===== config.mk =====
export PLATFORM = sky130hd
export DESIGN_NAME = trace_capture_buffer
export DESIGN_NICKNAME = d
export VERILOG_FILES = /design/src/rtl/trace_capture_buffer.sv
export SDC_FILE = /design/constraint.sdc
export NUM_CORES = 1
export LEC_CHECK = 0
export CAP_MARGIN = 20
export CORE_MARGIN = 5
export CORE_UTILIZATION = 54
export DETAILED_ROUTE_END_ITERATION = 12
export GPL_ROUTABILITY_DRIVEN = 0
export PLACE_DENSITY = 0.75
export SLEW_MARGIN = 20
export SYNTH_ARGS = -nofsm -noshare
export SYNTH_HDL_FRONTEND = slang
export SYNTH_SLANG_ARGS = --single-unit

===== constraint.sdc =====
create_clock -name i_clk -period 3.4 [get_ports i_clk]
set_input_delay 0.34 -clock i_clk [delete_from_list [all_inputs] [get_ports i_clk]]
set_output_delay 0.34 -clock i_clk [all_outputs]
set_load 0.02 [all_outputs]

===== src/rtl/trace_capture_buffer.sv =====
// rtl/trace_capture_buffer.sv - circular (pc, instr) trace buffer with PC-match trigger and frozen readout
// Optional TRACE_TIMESTAMP_EN adds a 16-bit per-entry cycle timestamp and the o_rd_ts port.
module trace_capture_buffer #(
   parameter int PC_W      = 32,
   parameter int INSTR_W   = 32,
   parameter int DEPTH     = 16,
   parameter int POST_TRIG = 4,
   parameter int CNT_W     = $clog2(DEPTH) + 1
) (
   input  logic               i_clk,
   input  logic               i_reset,
   input  logic               i_arm,
   input  logic               i_cap_valid,
   input  logic [PC_W-1:0]    i_cap_pc,
   input  logic [INSTR_W-1:0] i_cap_instr,
   input  logic [PC_W-1:0]    i_trig_pc,
   input  logic               i_rd_en,
   output logic [PC_W-1:0]    o_rd_pc,
   output logic [INSTR_W-1:0] o_rd_instr,
`ifdef TRACE_TIMESTAMP_EN
   output logic [15:0]        o_rd_ts,
`endif
   output logic               o_rd_valid,
   output logic               o_rd_empty,
   output logic               o_triggered,
   output logic               o_done,
   output logic [CNT_W-1:0]   o_count
);

   localparam int AW = $clog2(DEPTH);

   typedef enum logic [1:0] {
      S_IDLE,
      S_ARMED,
      S_POST,
      S_DONE
   } state_t;

   state_t               r_state;
   logic [AW-1:0]        r_wr_ptr;
   logic [AW-1:0]        r_rd_ptr;
   logic [CNT_W-1:0]     r_count;
   logic [CNT_W-1:0]     r_post_cnt;
   logic                 r_triggered;
   logic                 r_done;
   logic                 r_rd_valid;
   logic [PC_W-1:0]      r_rd_pc;
   logic [INSTR_W-1:0]   r_rd_instr;

   logic [PC_W-1:0]      r_mem_pc    [DEPTH];
   logic [INSTR_W-1:0]   r_mem_instr [DEPTH];

   logic                 w_write;
   logic                 w_full;
   logic                 w_hit;

   assign w_write = i_cap_valid && ((r_state == S_ARMED) || (r_state == S_POST));
   assign w_full  = (r_count == CNT_W'(DEPTH));
   assign w_hit   = (i_cap_pc == i_trig_pc);

`ifdef TRACE_TIMESTAMP_EN
   logic [15:0] r_ts;
   logic [15:0] r_mem_ts [DEPTH];
   logic [15:0] r_rd_ts;

   always_ff @(posedge i_clk or negedge i_reset) begin
      if (!i_reset) begin
         r_ts    <= 16'd0;
         r_rd_ts <= 16'd0;
      end else begin
         r_ts <= r_ts + 16'd1;
         if ((r_state == S_DONE) && i_rd_en && !i_arm && (r_count != '0))
            r_rd_ts <= r_mem_ts[r_rd_ptr];
      end
   end

   always_ff @(posedge i_clk) begin
      if (w_write)
         r_mem_ts[r_wr_ptr] <= r_ts;
   end

   assign o_rd_ts = r_rd_ts;
`endif

   // Trace RAM is deliberately not reset; only the pointers define its contents.
   always_ff @(posedge i_clk) begin
      if (w_write) begin
         r_mem_pc[r_wr_ptr]    <= i_cap_pc;
         r_mem_instr[r_wr_ptr] <= i_cap_instr;
      end
   end

   always_ff @(posedge i_clk or negedge i_reset) begin
      if (!i_reset) begin
         r_state     <= S_IDLE;
         r_wr_ptr    <= '0;
         r_rd_ptr    <= '0;
         r_count     <= '0;
         r_post_cnt  <= '0;
         r_triggered <= 1'b0;
         r_done      <= 1'b0;
         r_rd_valid  <= 1'b0;
         r_rd_pc     <= '0;
         r_rd_instr  <= '0;
      end else begin
         r_rd_valid <= 1'b0;

         // Once full, every write overwrites the oldest entry, so the read pointer follows.
         if (w_write) begin
            r_wr_ptr <= r_wr_ptr + AW'(1);
            if (w_full)
               r_rd_ptr <= r_rd_ptr + AW'(1);
            else
               r_count <= r_count + CNT_W'(1);
         end

         case (r_state)
            S_IDLE: begin
               if (i_arm) begin
                  r_wr_ptr    <= '0;
                  r_rd_ptr    <= '0;
                  r_count     <= '0;
                  r_post_cnt  <= '0;
                  r_triggered <= 1'b0;
                  r_state     <= S_ARMED;
               end
            end

            S_ARMED: begin
               if (i_cap_valid && w_hit) begin
                  r_triggered <= 1'b1;
                  r_post_cnt  <= CNT_W'(POST_TRIG);
                  if (POST_TRIG == 0) begin
                     r_done  <= 1'b1;
                     r_state <= S_DONE;
                  end else begin
                     r_state <= S_POST;
                  end
               end
            end

            S_POST: begin
               if (i_cap_valid) begin
                  r_post_cnt <= r_post_cnt - CNT_W'(1);
                  if (r_post_cnt == CNT_W'(1)) begin
                     r_done  <= 1'b1;
                     r_state <= S_DONE;
                  end
               end
            end

            S_DONE: begin
               // A re-arm discards the unread window and takes priority over a same-cycle pop.
               if (i_arm) begin
                  r_wr_ptr    <= '0;
                  r_rd_ptr    <= '0;
                  r_count     <= '0;
                  r_post_cnt  <= '0;
                  r_triggered <= 1'b0;
                  r_done      <= 1'b0;
                  r_state     <= S_ARMED;
               end else if (i_rd_en && (r_count != '0)) begin
                  r_rd_pc    <= r_mem_pc[r_rd_ptr];
                  r_rd_instr <= r_mem_instr[r_rd_ptr];
                  r_rd_valid <= 1'b1;
                  r_rd_ptr   <= r_rd_ptr + AW'(1);
                  r_count    <= r_count - CNT_W'(1);
               end
            end

            default: r_state <= S_IDLE;
         endcase
      end
   end

   assign o_rd_pc     = r_rd_pc;
   assign o_rd_instr  = r_rd_instr;
   assign o_rd_valid  = r_rd_valid;
   assign o_rd_empty  = (r_count == '0);
   assign o_triggered = r_triggered;
   assign o_done      = r_done;
   assign o_count     = r_count;

endmodule


==> results.sh, run 1 <==
export IMPL_synth_simple_area_share_pct=1.125
export IMPL_cp_data_arrival_time_ps=2680
export IMPL_ys_seq_elements=1111
export IMPL_p_clk_share_pct=33.5
export IMPL_period_minus_slack_ps=3017
export IMPL_synth_area_um2=42590
export IMPL_vdd_drop_max_uv=441.8
export IMPL_core_area_um2=78610
export IMPL_syn_to_final_growth_pct=18.59
export IMPL_grt_pass1_vias=21610
export IMPL_required_ps=3060
export IMPL_critPathTopFamily="buffers and inverters"
export IMPL_slowest_delay_ps=720
export IMPL_initial_core_util_pct=54.17
export IMPL_synth_mux_area_share_pct=18.68
export IMPL_yosysWarnings=0
export IMPL_finalHoldViolCount=0
export IMPL_synth_edf_count=1024
export IMPL_instances_no_fill=3241
export IMPL_clock_sinks=1111
export IMPL_setup_violations=0
export IMPL_drtIter0Drc=2868
export IMPL_die_h_um=290.8
export IMPL_min_period_over_period_pct=88.73
export IMPL_syn_inst=1786
export IMPL_cts_root_buf="clkbuf_16"
export IMPL_cts_buffers=108
export IMPL_crit_path_start_kind="flip-flop"
export IMPL_synthFlopType="edfxtp_1"
export IMPL_critical_path_endpoint_type="primary output"
export IMPL_synth_fp_nets=1901
export IMPL_synth_compound_area_share_pct=0.7785
export IMPL_routed_wl_um=100300
export IMPL_min_path_type="primary input to asynchronous set/reset pin"
export IMPL_drive_gt1_share_pct=31.29
export IMPL_cap_violations=0
export IMPL_portBuffers=173
export IMPL_yosys_cell_types_count=49
export IMPL_synth_top_family_by_area="multiplexers"
export IMPL_synth_adder_area_share_pct=0.4113
export IMPL_crit_type="flip-flop to primary output"
export IMPL_yosysTopAreaCell="edfxtp_1"
export IMPL_register_area_um2=32940
export IMPL_insertion_delay_ps=670
export IMPL_grt_usage_pct=23.64
export IMPL_ios=174
export IMPL_outcome="finished, final reports clean"
export IMPL_vias_per_cell=6.335
export IMPL_dp_hpwl_um=55730
export IMPL_synth_seq_area_share_pct=77.31
export IMPL_leakage_nw=15.99
export IMPL_die_area_um2=84590
export IMPL_grt_pass1_wl_um=146400
export IMPL_timing_setup_tns_ps=0
export IMPL_relSlewSlack_pct=51.08
export IMPL_tightestPinTransition_ps=733.8
export IMPL_multiInputGateArea_um2=9316
export IMPL_cts_buffer_depth=3
export IMPL_fillerInstances=4912
export IMPL_cp_num_buf_inv=2
export IMPL_internal_power_w=0.02744
export IMPL_synth_area_leaders="edfxtp_1 (72%), mux4_2 (17%), dfrtp_1 (5.1%)"
export IMPL_critPathSlowestCell="clkdlybuf4s50_1"
export IMPL_yosysMostFrequentCell="edfxtp_1"
export IMPL_drv_slew=0
export IMPL_clk_pin_slew_worst_paths_ps=60
export IMPL_max_freq_ghz=0.3315
export IMPL_cts_tree="done"
export IMPL_worst_clock_skew_ps=22.04
export IMPL_cts_max_level=3
export IMPL_drc=0
export IMPL_die_w_um=290.8
export IMPL_nets=2207
export IMPL_grt_ovfl_total=0
export IMPL_vias=20530
export IMPL_drt_wirelength_per_cell_um=30.95
export IMPL_synth_commonest_cells="edfxtp_1 (1024), mux4_2 (320), dfrtp_1 (87)"
export IMPL_combPwrFrac_pct=21.4
export IMPL_drtPass1Iterations=6
export IMPL_p_switching_w=0.009512
export IMPL_antenna_found_initial=5
export IMPL_netlist_area_leader_share_pct=72.20
export IMPL_dp_cells=3031
export IMPL_syn_avg_cell_area_um2=23.85
export IMPL_grt_start_max_net_pins=65
export IMPL_async_flop_share_pct=7.831
export IMPL_synth_xor_xnor_area_share_pct=0.7403
export IMPL_cts_resized=0
export IMPL_crit_chain="inv_1 -> ha_1 -> nor4b_1 -> clkdlybuf4s50_1"
export IMPL_swShare_pct=25.74
export IMPL_p_seq_share_pct=45.1
export IMPL_rsz0062_at_grt="false"
export IMPL_p_per_area_nw_per_um2=731.6
export IMPL_antenna_left=0
export IMPL_rows=103
export IMPL_critPathMaxFanout=5
-- final timing paths --
check | slack [ps] | to | depth (start not counted) | startpoint
min in group i_clk | 360 | r_mem_pc[4][20]$_DFFE_PP_ | 1 | i_cap_pc[20]
worst max register to register | 690 | o_rd_instr[19]$_DFFE_PN0P_ | 4 | r_rd_ptr[1]$_DFF_PN0_
worst max-delay path | 380 | o_rd_empty | 4 | o_count[0]$_DFF_PN0_
max in group asynchronous | 2290 | o_rd_instr[13]$_DFFE_PN0P_ | 3 | i_reset
worst min register to register | 500 | o_rd_instr[17]$_DFFE_PN0P_ | 1 | o_rd_instr[17]$_DFFE_PN0P_
worst min-delay path | 240 | o_rd_pc[13]$_DFFE_PN0P_ | 2 | i_reset
-- final cells by class --
type | instances | area share, %
timing repair buffer | 279 | 6.168
clock buffer | 148 | 6.007
antenna | 5 | 0.02477
tap | 1050 | 2.601
multi-input combinational | 575 | 18.45
clock inverter | 56 | 1.405
inverter | 17 | 0.1263
sequential | 1111 | 65.22
-- placed cells by master, fill, tap and decap left out, drive strengths merged, types with 2 or more instances in the layout --
cell type / netlist / final
nor3: 4 / 4
and2: 13 / 13
and3: 6 / 6
nand3: 7 / 7
inv: 16 / 22
edfxtp: 1024 / 1024
dfrtp: 87 / 87
clkdlybuf4s50: 0 / 172
nor4: 7 / 7
buf: 29 / 106
nand3b: 2 / 2
o22ai: 6 / 6
clkinv: 1 / 33
nor3b: 3 / 3
or2: 2 / 2
xor2: 28 / 28
bufinv: 0 / 14
nor2: 12 / 12
ha: 14 / 14
nand2b: 3 / 3
a211oi: 2 / 2
clkinvlp: 0 / 4
mux2: 64 / 64
a21oi: 15 / 15
clkbuf: 54 / 148
o21ai: 17 / 17
nand4: 5 / 5
a311oi: 2 / 2
or3: 2 / 2
mux2i: 3 / 3
mux4: 320 / 320
nand2: 13 / 13
xnor2: 8 / 8
diode: 0 / 5
-- worst register-to-register path: cells and delay by family, from the launching register on --
| kind | cells | cell delay, ps |
|---|---|---|
| buffers and inverters | 1 | 530 |
| DFF | 1 | 840 |
| muxes | 3 | 1240 |
-- sequential cells by signal (all words and copies together), names as in the netlist --
signal / count
o_rd_instr: 32
r_mem_pc: 512
r_state: 2
o_done: 1
r_wr_ptr: 4
o_rd_valid: 1
o_count: 5
o_triggered: 1
r_mem_instr: 512
o_rd_pc: 32
r_rd_ptr: 4
r_post_cnt: 5
-- power groups by stage --
stage | combinational (W) | clock [W] | sequential, W
after global placement | 0.00773 | 0 | 0.0169
after floorplan | 0.00463 | 0 | 0.0172
after global routing | 0.00839 | 0.0132 | 0.0168
after detailed placement | 0.00789 | 0 | 0.0169
after CTS | 0.00800 | 0.0125 | 0.0167
final | 0.00791 | 0.0124 | 0.0167
-- repair_timing --
| item | CTS | global route |
|---|---|---|
| setup buffers | 0 | 0 |
| hold buffers | 1 | 0 |
| hold endpoints to repair | 33 | 0 |
-- kinds of logic after synthesis --
logic type,Yosys count
DFF,1111
muxes,387
buffers and inverters,100
and+or+nand+nor,85
AOI/OAI and AO/OA,53
xor gates and xnor gates,36
adders and majority gates,14
-- per-stage QoR --
step           instance area [µm²]  setup slack (ps)  utilization [%]  hold WS (ps)  power, W
5_1_grt                      50500             201.6            64.24         284.4   0.03833
6_report                     50510             383.1            64.25         244.0   0.03695
3_3_place_gp                 46740             162.8            59.46         425.9   0.02459
3_5_place_dp                 46740             16.45            59.46         428.2   0.02483
2_1_floorplan                42600             40.73                -         44.41   0.02182
4_1_cts                      50490             302.3            64.23         228.8   0.03722
-- routing by layer --
metal	vias up	share of wire [%]	track usage (%)
met1	11000	37	32.08
met5	-	0	0
met4	0	2.2	6.032
met3	150	9.0	5.059
li1	8231	-	-
met2	1150	52	39.99
No activity file was read; power rests on OpenSTA's default activity.
==> run 2, diff against run 1 <==
--- a/config.mk
+++ b/config.mk
@@ -11,6 +11,7 @@
 export DETAILED_ROUTE_END_ITERATION = 12
 export GPL_ROUTABILITY_DRIVEN = 0
 export PLACE_DENSITY = 0.75
+export SKIP_CTS_REPAIR_TIMING = 1
 export SLEW_MARGIN = 20
 export SYNTH_ARGS = -nofsm -noshare
 export SYNTH_HDL_FRONTEND = slang
==> results of run 2 <==
The final DEF is identical to that of run 1; final timing and power are the same.
Main changes from that run: met1 usage 32.08% -> 32.07%
